### src/rtl/fft_pkg.sv
// Shared FFT definitions: transform size, read-side state encoding and the
// 6-bit bit-reverse used to undo the butterfly output ordering.
package fft_pkg;

   localparam int FFT_N     = 64;
   localparam int FFT_LOG2N = 6;

   typedef enum logic [1:0] {
      RD_IDLE   = 2'd0,
      RD_STREAM = 2'd1,
      RD_DRAIN  = 2'd2
   } rd_state_t;

   function automatic logic [FFT_LOG2N-1:0] bitrev6(input logic [FFT_LOG2N-1:0] a);
      logic [FFT_LOG2N-1:0] r;
      r = {FFT_LOG2N{1'b0}};
      for (int b = 0; b < FFT_LOG2N; b++) begin
         r[b] = a[FFT_LOG2N-1-b];
      end
      return r;
   endfunction

endpackage

### src/rtl/fft64_out_reorder_if.sv
// Stream bundle between the FFT result port, the reorder buffer and the
// downstream demapper. The slave side is the reorder block itself.
interface fft64_out_reorder_if #(parameter int WIDTH = 11);

   logic             in_valid;
   logic [WIDTH-1:0] in_r;
   logic [WIDTH-1:0] in_i;
   logic             rd_en;
   logic             out_valid;
   logic             out_ready;
   logic [WIDTH-1:0] out_r;
   logic [WIDTH-1:0] out_i;
   logic [5:0]       out_idx;
   logic             out_last;
   logic             overflow;

   modport master (
      output in_valid, in_r, in_i, out_ready,
      input  rd_en, out_valid, out_r, out_i, out_idx, out_last, overflow
   );

   modport slave (
      input  in_valid, in_r, in_i, out_ready,
      output rd_en, out_valid, out_r, out_i, out_idx, out_last, overflow
   );

endinterface

### src/rtl/fft_pingpong_ram.sv
// Two 64-entry register-array banks holding complex words. One synchronous
// write port and one asynchronous read port; contents are not reset.
module fft_pingpong_ram
   import fft_pkg::*;
#(
   parameter int WIDTH = 11
) (
   input  logic                 CLK,
   input  logic                 we,
   input  logic                 wbank,
   input  logic [FFT_LOG2N-1:0] waddr,
   input  logic [2*WIDTH-1:0]   wdata,
   input  logic                 rbank,
   input  logic [FFT_LOG2N-1:0] raddr,
   output logic [2*WIDTH-1:0]   rdata
);

   logic [2*WIDTH-1:0] mem_r [0:2*FFT_N-1];

   // Write port: bank select is the top address bit.
   always_ff @(posedge CLK) begin
      if (we) begin
         mem_r[{wbank, waddr}] <= wdata;
      end
   end

   assign rdata = mem_r[{rbank, raddr}];

endmodule

### src/rtl/fft64_out_reorder.sv
// Receive-side reorder buffer for the 64-point FFT. Serial results are
// written into a free ping-pong bank (optionally at bit-reversed addresses)
// and full banks are replayed in natural or fft-shifted bin order.
module fft64_out_reorder
#(
   parameter int WIDTH    = 11,
   parameter bit BITREV   = 1'b1,
   parameter bit FFTSHIFT = 1'b0
) (
   input  logic              CLK,
   input  logic              RST,
   fft64_out_reorder_if.slave bus
);

   import fft_pkg::*;

   typedef struct packed {
      logic [WIDTH-1:0] r;
      logic [WIDTH-1:0] i;
   } cword_t;

   localparam logic [FFT_LOG2N-1:0] RD_XOR   = FFTSHIFT ? 6'd32 : 6'd0;
   localparam logic [FFT_LOG2N-1:0] LAST_CNT = 6'd63;

   logic [1:0]           full_r;
   logic                 wr_bank_r;
   logic                 rd_bank_r;
   logic [FFT_LOG2N-1:0] wr_cnt_r;
   logic [FFT_LOG2N-1:0] rd_cnt_r;
   rd_state_t            state_r;
   logic                 out_valid_r;
   logic                 out_last_r;
   logic [FFT_LOG2N-1:0] out_idx_r;
   cword_t               out_word_r;
   logic                 overflow_r;

   logic                 wr_fire_s;
   logic                 wr_done_s;
   logic [FFT_LOG2N-1:0] wr_addr_s;
   cword_t               wr_word_s;
   logic                 load_s;
   logic                 rd_done_s;
   logic [FFT_LOG2N-1:0] rd_addr_s;
   cword_t               rd_word_s;

   // Write/read addressing and the output-register load decision.
   always_comb begin
      wr_fire_s   = bus.in_valid && !full_r[wr_bank_r];
      wr_done_s   = wr_fire_s && (wr_cnt_r == LAST_CNT);
      wr_addr_s   = BITREV ? bitrev6(wr_cnt_r) : wr_cnt_r;
      wr_word_s.r = bus.in_r;
      wr_word_s.i = bus.in_i;
      rd_addr_s   = rd_cnt_r ^ RD_XOR;
      load_s      = 1'b0;
      case (state_r)
         RD_IDLE:   load_s = full_r[rd_bank_r];
         RD_STREAM: load_s = !out_valid_r || bus.out_ready;
         RD_DRAIN:  load_s = bus.out_ready && full_r[rd_bank_r];
         default:   load_s = 1'b0;
      endcase
      rd_done_s = load_s && (rd_cnt_r == LAST_CNT);
   end

   // Writer: arrival counter, bank toggle and sticky overflow on a full bank.
   always_ff @(posedge CLK or negedge RST) begin
      if (!RST) begin
         wr_cnt_r   <= 6'd0;
         wr_bank_r  <= 1'b0;
         overflow_r <= 1'b0;
      end else begin
         if (wr_fire_s) begin
            wr_cnt_r <= wr_cnt_r + 6'd1;
            if (wr_done_s) begin
               wr_bank_r <= ~wr_bank_r;
            end
         end
         if (bus.in_valid && full_r[wr_bank_r]) begin
            overflow_r <= 1'b1;
         end
      end
   end

   // Bank full flags: writer sets its bank, reader clears the other one.
   always_ff @(posedge CLK or negedge RST) begin
      if (!RST) begin
         full_r <= 2'b00;
      end else begin
         if (wr_done_s) begin
            full_r[wr_bank_r] <= 1'b1;
         end
         if (rd_done_s) begin
            full_r[rd_bank_r] <= 1'b0;
         end
      end
   end

   // Read FSM with registered output word, index and last flag.
   always_ff @(posedge CLK or negedge RST) begin
      if (!RST) begin
         state_r     <= RD_IDLE;
         rd_bank_r   <= 1'b0;
         rd_cnt_r    <= 6'd0;
         out_valid_r <= 1'b0;
         out_word_r  <= {(2*WIDTH){1'b0}};
         out_idx_r   <= 6'd0;
         out_last_r  <= 1'b0;
      end else if (load_s) begin
         out_valid_r <= 1'b1;
         out_word_r  <= rd_word_s;
         out_idx_r   <= rd_addr_s;
         out_last_r  <= (rd_cnt_r == LAST_CNT);
         rd_cnt_r    <= rd_cnt_r + 6'd1;
         if (rd_done_s) begin
            rd_bank_r <= ~rd_bank_r;
            state_r   <= RD_DRAIN;
         end else begin
            state_r   <= RD_STREAM;
         end
      end else begin
         case (state_r)
            RD_DRAIN: begin
               if (bus.out_ready) begin
                  out_valid_r <= 1'b0;
                  out_last_r  <= 1'b0;
                  state_r     <= RD_IDLE;
               end
            end
            RD_IDLE, RD_STREAM: begin
               state_r <= state_r;
            end
            default: begin
               out_valid_r <= 1'b0;
               state_r     <= RD_IDLE;
            end
         endcase
      end
   end

   fft_pingpong_ram #(.WIDTH(WIDTH)) u_ram (
      .CLK   (CLK),
      .we    (wr_fire_s),
      .wbank (wr_bank_r),
      .waddr (wr_addr_s),
      .wdata (wr_word_s),
      .rbank (rd_bank_r),
      .raddr (rd_addr_s),
      .rdata (rd_word_s)
   );

   assign bus.rd_en     = ~full_r[wr_bank_r];
   assign bus.out_valid = out_valid_r;
   assign bus.out_r     = out_word_r.r;
   assign bus.out_i     = out_word_r.i;
   assign bus.out_idx   = out_idx_r;
   assign bus.out_last  = out_last_r;
   assign bus.overflow  = overflow_r;

endmodule

### src/flat_wrapper.sv
// flat-port wrapper written by rule: the top's interface ports become plain ports
module fft64_out_reorder_flat import fft_pkg::*;
#(
   parameter int WIDTH    = 11,
   parameter bit BITREV   = 1'b1,
   parameter bit FFTSHIFT = 1'b0
)
  (CLK, RST, bus_in_valid, bus_in_r, bus_in_i, bus_out_ready, bus_rd_en, bus_out_valid, bus_out_r, bus_out_i, bus_out_idx, bus_out_last, bus_overflow);
  fft64_out_reorder_if #(.WIDTH(WIDTH)) bus_i ();
  input  logic CLK;
  input  logic RST;
  input wire logic [$bits(bus_i.in_valid)-1:0] bus_in_valid;
  input wire logic [$bits(bus_i.in_r)-1:0] bus_in_r;
  input wire logic [$bits(bus_i.in_i)-1:0] bus_in_i;
  input wire logic [$bits(bus_i.out_ready)-1:0] bus_out_ready;
  output wire logic [$bits(bus_i.rd_en)-1:0] bus_rd_en;
  output wire logic [$bits(bus_i.out_valid)-1:0] bus_out_valid;
  output wire logic [$bits(bus_i.out_r)-1:0] bus_out_r;
  output wire logic [$bits(bus_i.out_i)-1:0] bus_out_i;
  output wire logic [$bits(bus_i.out_idx)-1:0] bus_out_idx;
  output wire logic [$bits(bus_i.out_last)-1:0] bus_out_last;
  output wire logic [$bits(bus_i.overflow)-1:0] bus_overflow;
  assign bus_i.in_valid = bus_in_valid;
  assign bus_i.in_r = bus_in_r;
  assign bus_i.in_i = bus_in_i;
  assign bus_i.out_ready = bus_out_ready;
  assign bus_rd_en = bus_i.rd_en;
  assign bus_out_valid = bus_i.out_valid;
  assign bus_out_r = bus_i.out_r;
  assign bus_out_i = bus_i.out_i;
  assign bus_out_idx = bus_i.out_idx;
  assign bus_out_last = bus_i.out_last;
  assign bus_overflow = bus_i.overflow;
  fft64_out_reorder #(.WIDTH(WIDTH), .BITREV(BITREV), .FFTSHIFT(FFTSHIFT)) u_core (.CLK(CLK), .RST(RST), .bus(bus_i));
endmodule
### config.mk
export PLATFORM = sky130hd
export DESIGN_NAME = fft64_out_reorder_flat
export DESIGN_NICKNAME = d
export VERILOG_FILES = /design/src/rtl/fft_pkg.sv /design/src/rtl/fft64_out_reorder_if.sv /design/src/rtl/fft_pingpong_ram.sv /design/src/rtl/fft64_out_reorder.sv /design/src/flat_wrapper.sv
export SDC_FILE = /design/constraint.sdc
export NUM_CORES = 2
export LEC_CHECK = 0
export CORE_UTILIZATION = 45
export CTS_CLUSTER_SIZE = 10
export DETAILED_ROUTE_END_ITERATION = 6
export PLACE_DENSITY = 0.6
export REMOVE_ABC_BUFFERS = 1
export SLEW_MARGIN = 10
export SYNTH_ARGS = -nofsm -noshare
export SYNTH_HDL_FRONTEND = slang
export SYNTH_SLANG_ARGS = --single-unit
### constraint.sdc
create_clock -name CLK -period 4.1 [get_ports CLK]
set_clock_uncertainty 0.2 [all_clocks]
set_input_delay 0.41 -clock CLK [delete_from_list [all_inputs] [get_ports CLK]]
set_output_delay 0.41 -clock CLK [all_outputs]
set_load 0.005 [all_outputs]
== Word level (Yosys, flattened, before mapping) ==
Memories as Yosys holds them, arrays and structs flattened. A register that Yosys moved wholly into a read port is not among the register bits.
Cells that the tools add are included.

* Flip-flop bits (word level): 27
* Memory bits (writable): 2,816
* Output and inout bits: 32
* Word-level logic and storage cells: 70
* Memories kept: 1

* Add/sub/neg operators: 2
* $lt $le $gt $ge: 4
* Eq/ne operators: 6
* Muxes and demuxes: 22
* Bitwise operators: 6
* Reductions and logical operators: 19

{| class="wikitable"
|+ Memory list
! memory !! depth !! bits a word !! read ports !! clocked after memory_dff !! write ports !! line !! source
|-
| u_core.u_ram.mem_r || 128 || 22 || 1 || 1 || 1 || fft_pingpong_ram.sv:18 || <nowiki>logic [2*WIDTH-1:0] mem_r [0:2*FFT_N-1];</nowiki>
|}

{| class="wikitable"
|+ Operators by type and width
! kind !! number
|-
| 6-bit by 1-bit adder with 6-bit output (second input constant) || 2
|-
| 6-bit equality test (second input constant) || 2
|-
| 1-bit two-way mux || 12
|-
| 2-bit two-way mux || 5
|-
| 2-bit AND reduction || 4
|-
| 1-bit logical AND || 7
|-
| 1-bit by 2-bit less-than comparator with 1-bit output (second input constant) || 2
|-
| 2-bit one-hot mux with 2 select lines || 1
|-
| 2-bit nonzero test || 2
|-
| 1-bit logical NOT || 3
|-
| 3-bit by 2-bit inequality test with 1-bit output (second input constant) || 1
|-
| 1-bit inverter || 3
|-
| 1-bit one-hot mux with 3 select lines || 1
|-
| 2-bit AND || 1
|-
| 1-bit demux with 1-bit select || 2
|-
| 2-bit by 1-bit equality test with 1-bit output (second input constant) || 1
|-
| 2-bit equality test (second input constant) || 1
|-
| 1-bit greater-or-equal comparator (second input constant) || 2
|-
| 2-bit logical NOT || 1
|-
| 2-bit by 1-bit inequality test with 1-bit output (second input constant) || 1
|-
| 2-bit inverter || 1
|-
| 2-bit OR || 1
|-
| 1-bit one-hot mux with 2 select lines || 1
|-
| 2-bit OR reduction || 1
|-
| 1-bit logical OR || 1
|}

== Longest topological paths before layout ==
* Depth after elaboration: 8
* Depth in mapped cells: 11
* Gate-level depth less buffers: 6

== By module ==
From an unflattened synthesis, not the netlist that was laid out.

* Cell total of the unflattened synthesis: 4,291
* Area total of the unflattened synthesis: 109,204.7 um^2

{| class="wikitable"
|+ By module, submodules not included
! module !! times used !! cells each !! area an instance (um^2) !! seq. area each (um^2)
|-
| fft_pingpong_ram || 1 || 4,153 || 107,222.8 || 84,561.1
|-
| fft64_out_reorder || 1 || 138 || 1,981.9 || 1,226.2
|}

== Worst setup path before layout ==
No wires, ideal clock.

* Path kind: flip-flop to flip-flop
* Start: register u_core.wr_bank_r
* End: memory u_core.u_ram.mem_r[110][0] (netlist name) (enable)
* Arrival time: 2,775 ps
* Slack: 724 ps
* Cell stages (with the launch flop): 9
* Clock period less this slack: 3,376 ps
* Cells stage by stage: dfrtp_1 -> mux2i_1 -> and2_1 -> clkbuf_1 -> nand3_1 -> or2_2 -> clkbuf_1 -> clkbuf_1 -> nor2_1

* Longest elaborated chain between the ends: 6

{| class="wikitable"
|+ RTL lines
! item !! line !! source
|-
| start, declared || fft64_out_reorder.sv:26 || <nowiki>logic wr_bank_r;</nowiki>
|-
| start signal, assigned || fft64_out_reorder.sv:74 || <nowiki>wr_bank_r <= ~wr_bank_r;</nowiki>
|-
| 1-bit two-way mux (implied by the code) (2 in a row) || fft64_out_reorder.sv:48 || <nowiki>wr_fire_s = bus.in_valid && !full_r[wr_bank_r];</nowiki>
|-
| 1-bit logical NOT || fft64_out_reorder.sv:48 ||
|-
| 1-bit logical AND || fft64_out_reorder.sv:48 ||
|-
| 1-bit two-way mux || fft_pingpong_ram.sv:22 || <nowiki>if (we) begin</nowiki>
|-
| 1-bit two-way mux (implied by the code) || fft_pingpong_ram.sv:23 || <nowiki>mem_r[{wbank, waddr}] <= wdata;</nowiki>
|-
| end, declared || fft_pingpong_ram.sv:18 ||
|}

Parallel ways exist; a longest one is shown, timed or not. The select of a mux whose other input is x is not followed.

==> metrics <==
Core Region 0.241 mm²; PwrDens approximately 650 mW/mm²; Worst-path clk slew 0.06 ns; maxcap violations 0; layout cell share with drive strength beyond 1 29.3%; Tot GR Track Use 23.1%; H-tree depth 5; Worst Setup Start Kind flop; vias in the first global route 53600; RSZ-0062 raised after global routing no; First DRT Iteration DRCs between 6000 and 7000; P&R area growth vs syn 15.8%; NumNets Final about 5400; final hold vios 2; placed wire-length estimate around 160 mm; Max Freq around 250 MHz; TritonCTS buffer count between 300 and 400; Worst EP arrival between 4 and 5 ns; EDFF count, synth about 2800; Mean Syn Cell Area roughly 22 µm²; Setup crit end kind flop; Resize count post-CTS 0; status complete, but fails checks; pin count of the biggest net entering global routing 103; Yosys reg bits approximately 2900; Multi-input gate area about 0.022 mm²; DR DRC count 0; Die Ht ~500 µm; # rows between 150 and 200; Pleak about 40 nW; dominant synthesized flop cell edfxtp_1; worst setup margin between 0.15 and 0.2 ns; Chip Width between 400 and 500 µm; # IOs 58; global route overflow 0; GPL Wtd Cong just under 0.9; Root Buffer clkbuf_16; via/cell ratio about 6.2; wirelength, routed around 280 mm; Clk Latency, worst-skew pair ~0.94 ns; Setup WS pre-CTS 0.156 ns; post-synthesis cell count between 4000 and 5000; count of final setup violators 0; Hold/Removal Path Class in -> reg; Filler Cell Count roughly 18000; mapped cell area 0.109 mm²; effective utilization at floorplan roughly 45%; drt wl/cell between 30 and 40 µm; DR pass1 iterations 6; CTS tree done; register area roughly 0.086 mm²; slew margin rel. 12.9%; CP required about 4.7 ns; I/O Buffers between 50 and 60; die area around 0.25 mm²; clock tree buffer depth 4; Synthesis Warnings 0; Setup CP Type reg -> reg; Min Hold Slack -0.00757 ns; Post-synth ARST share 1.71%; initial antenna violation count 8; worst vdd rail ir drop about 0.44 mV; post-synthesis cell type count 55; sequential-to-total area share from yosys stat a little under 80%; failing checks hold timing; first-pass GRT wire length 401 mm; Final min period 3.93 ns; fraction of the cycle the final worst path needs between 90% and 100%; clk sinks around 2900; final slew viol count 0; vias 53800; crit-path max FO 19; Final ANT Viol Nets 0; Worst Tran Pin Value 1.31 ns
-- worst paths after layout --
kind	from	end	slack (ns)	depth (start not counted)
setup / recovery	u_core.rd_addr_s[0]	u_core.bus.out_i[7]	0.17	7
hold / removal	bus_in_i[5]	u_core.u_ram.mem_r[104][5]	-0.008	1
setup reg to reg	u_core.rd_addr_s[0]	u_core.bus.out_i[7]	0.17	7
hold reg to reg	u_core.bus.out_idx[5]	u_core.bus.out_idx[5]	0.27	2
max in group asynchronous	RST	u_core.bus.out_r[7]	2.86	4
min in group asynchronous	RST	u_core.bus.out_i[6]	0.56	4
-- routing by layer --
metal  GRT usage (%)  wire [µm]  vias to the layer above
li1                -          -                    21800
met1            34.2     121000                    29300
met2            35.0     131000                     2292
met3            4.16      22000                      413
met4            7.26       8580                        2
met5               0         13                        -
-- cells by family after synthesis --
family                   count (synthesis)  share of synthesized area [%]
AO/OA/AOI/OAI                          522                           3.48
multiplexers                           797                           14.9
AND/OR/NAND/NOR                        415                           1.67
flip-flops                            2865                           78.4
adder cells (fa/ha/maj)                  2                         0.0229
XOR/XNOR                                12                         0.0961
buffers and inverters                  292                           1.38
-- flip-flops by register name (all words and copies together), names as in the netlist --
| name | count |
|---|---|
| u_core.bus.out_valid | 1 |
| u_core.rd_addr_s | 6 |
| u_core.bus.out_idx | 6 |
| u_core.u_ram.mem_r | 2816 |
| u_core.rd_bank_r | 1 |
| u_core.wr_cnt_r | 6 |
| u_core.state_r | 2 |
| u_core.full_r | 2 |
| u_core.bus.overflow | 1 |
| u_core.wr_bank_r | 1 |
| u_core.bus.out_last | 1 |
| u_core.bus.out_i | 11 |
| u_core.bus.out_r | 11 |
-- critical path: stages, from the launching register on --
cell	delay, ns
dfrtp_4	0.66
buf_12	0.28
buf_12	0.23
mux4_2	0.51
a22o_1	0.29
a221oi_1	0.84
a211oi_1	0.40
a221o_1	0.35
-- Yosys cell counts (3+ instances only) --
master / instances / area, µm²
buf_1: 18 / 67.6
xor2_1: 6 / 52.6
nor2b_1: 17 / 106
mux2i_1: 91 / 911
nand3_1: 60 / 300
dfrtp_1: 49 / 1230
nand3b_1: 3 / 22.5
inv_1: 3 / 11.3
nand4_1: 5 / 31.3
a2111oi_0: 4 / 35.0
a22o_1: 55 / 482
o21ai_0: 24 / 120
buf_6: 23 / 259
clkbuf_1: 126 / 473
nand2_1: 121 / 454
buf_2: 86 / 430
nor2_1: 156 / 586
a21o_1: 17 / 128
a221oi_1: 44 / 385
or2_2: 6 / 37.5
o22ai_1: 50 / 313
xnor2_1: 6 / 52.6
a21oi_1: 61 / 305
a211oi_1: 56 / 420
mux4_2: 662 / 14900
mux2_2: 44 / 495
a311o_1: 18 / 180
a31oi_1: 8 / 50.1
edfxtp_1: 2816 / 84600
a221o_1: 19 / 190
o211ai_1: 11 / 82.6
nor3_1: 6 / 30.0
a22oi_1: 103 / 773
o21ai_1: 24 / 120
nand2b_1: 10 / 62.6
buf_4: 35 / 263
and2_1: 24 / 150
o31ai_1: 17 / 128
-- layout make-up --
cell class	instances	share of cell area, %
antenna	8	0.0158
clock buffer	439	7.18
clock inverter	16	0.0869
inverter	4	0.0138
multi-input combinational	1748	17.7
sequential	2865	67.7
tap	3185	3.15
timing repair buffer	457	4.10
-- layout by cell type (no fill, tap or decap), types with 18 or more instances in the layout --
| master | synthesis | layout |
|---|---|---|
| mux2i_1 | 91 | 91 |
| and2_1 | 24 | 23 |
| a311o_1 | 18 | 18 |
| dfrtp_1 | 49 | 45 |
| o21ai_0 | 24 | 24 |
| nand2_1 | 121 | 120 |
| a211oi_1 | 56 | 56 |
| nor2_2 | 1 | 129 |
| a221o_1 | 19 | 19 |
| clkdlybuf4s50_1 | 0 | 34 |
| mux4_2 | 662 | 662 |
| o22ai_1 | 50 | 50 |
| nand3_1 | 60 | 58 |
| a22oi_1 | 103 | 103 |
| a221oi_1 | 44 | 44 |
| buf_12 | 0 | 130 |
| nor2_1 | 156 | 27 |
| clkbuf_16 | 0 | 349 |
| clkbuf_1 | 126 | 88 |
| edfxtp_1 | 2816 | 2816 |
| dlygate4sd3_1 | 0 | 21 |
| o21ai_1 | 24 | 24 |
| mux2_2 | 44 | 44 |
| buf_4 | 35 | 271 |
| a22o_1 | 55 | 55 |
| a21oi_1 | 61 | 61 |
-- stage by stage --
step	total power [W]	cell area, µm²	TNS [ns]	utilization (%)	std cells
floorplan	0.0432	108000	-846.97	-	4617
global placement	0.0570	117000	0	48.7	8237
detailed placement	0.0571	117000	0	48.7	8237
CTS	0.0831	127000	0	52.6	8714
global route	0.0851	127000	0	52.6	8715
finish	0.0824	127000	0	52.6	8722
-- power breakdown --
part | switching (W) | internal, W | leakage, nW
clock | 0.0107 | 0.0153 | 4.47
sequential | 0.000695 | 0.0329 | 25.9
combinational | 0.0130 | 0.00983 | 9.28
total | 0.0244 | 0.0580 | 39.7
-- timing repair --
item	4_1_cts	5_1_grt
endpoints found under the hold margin	1027	0
setup endpoints to repair	0	0
buffers inserted	0	0
hold buffers	22	0
No activity file was read; power rests on OpenSTA's default activity.
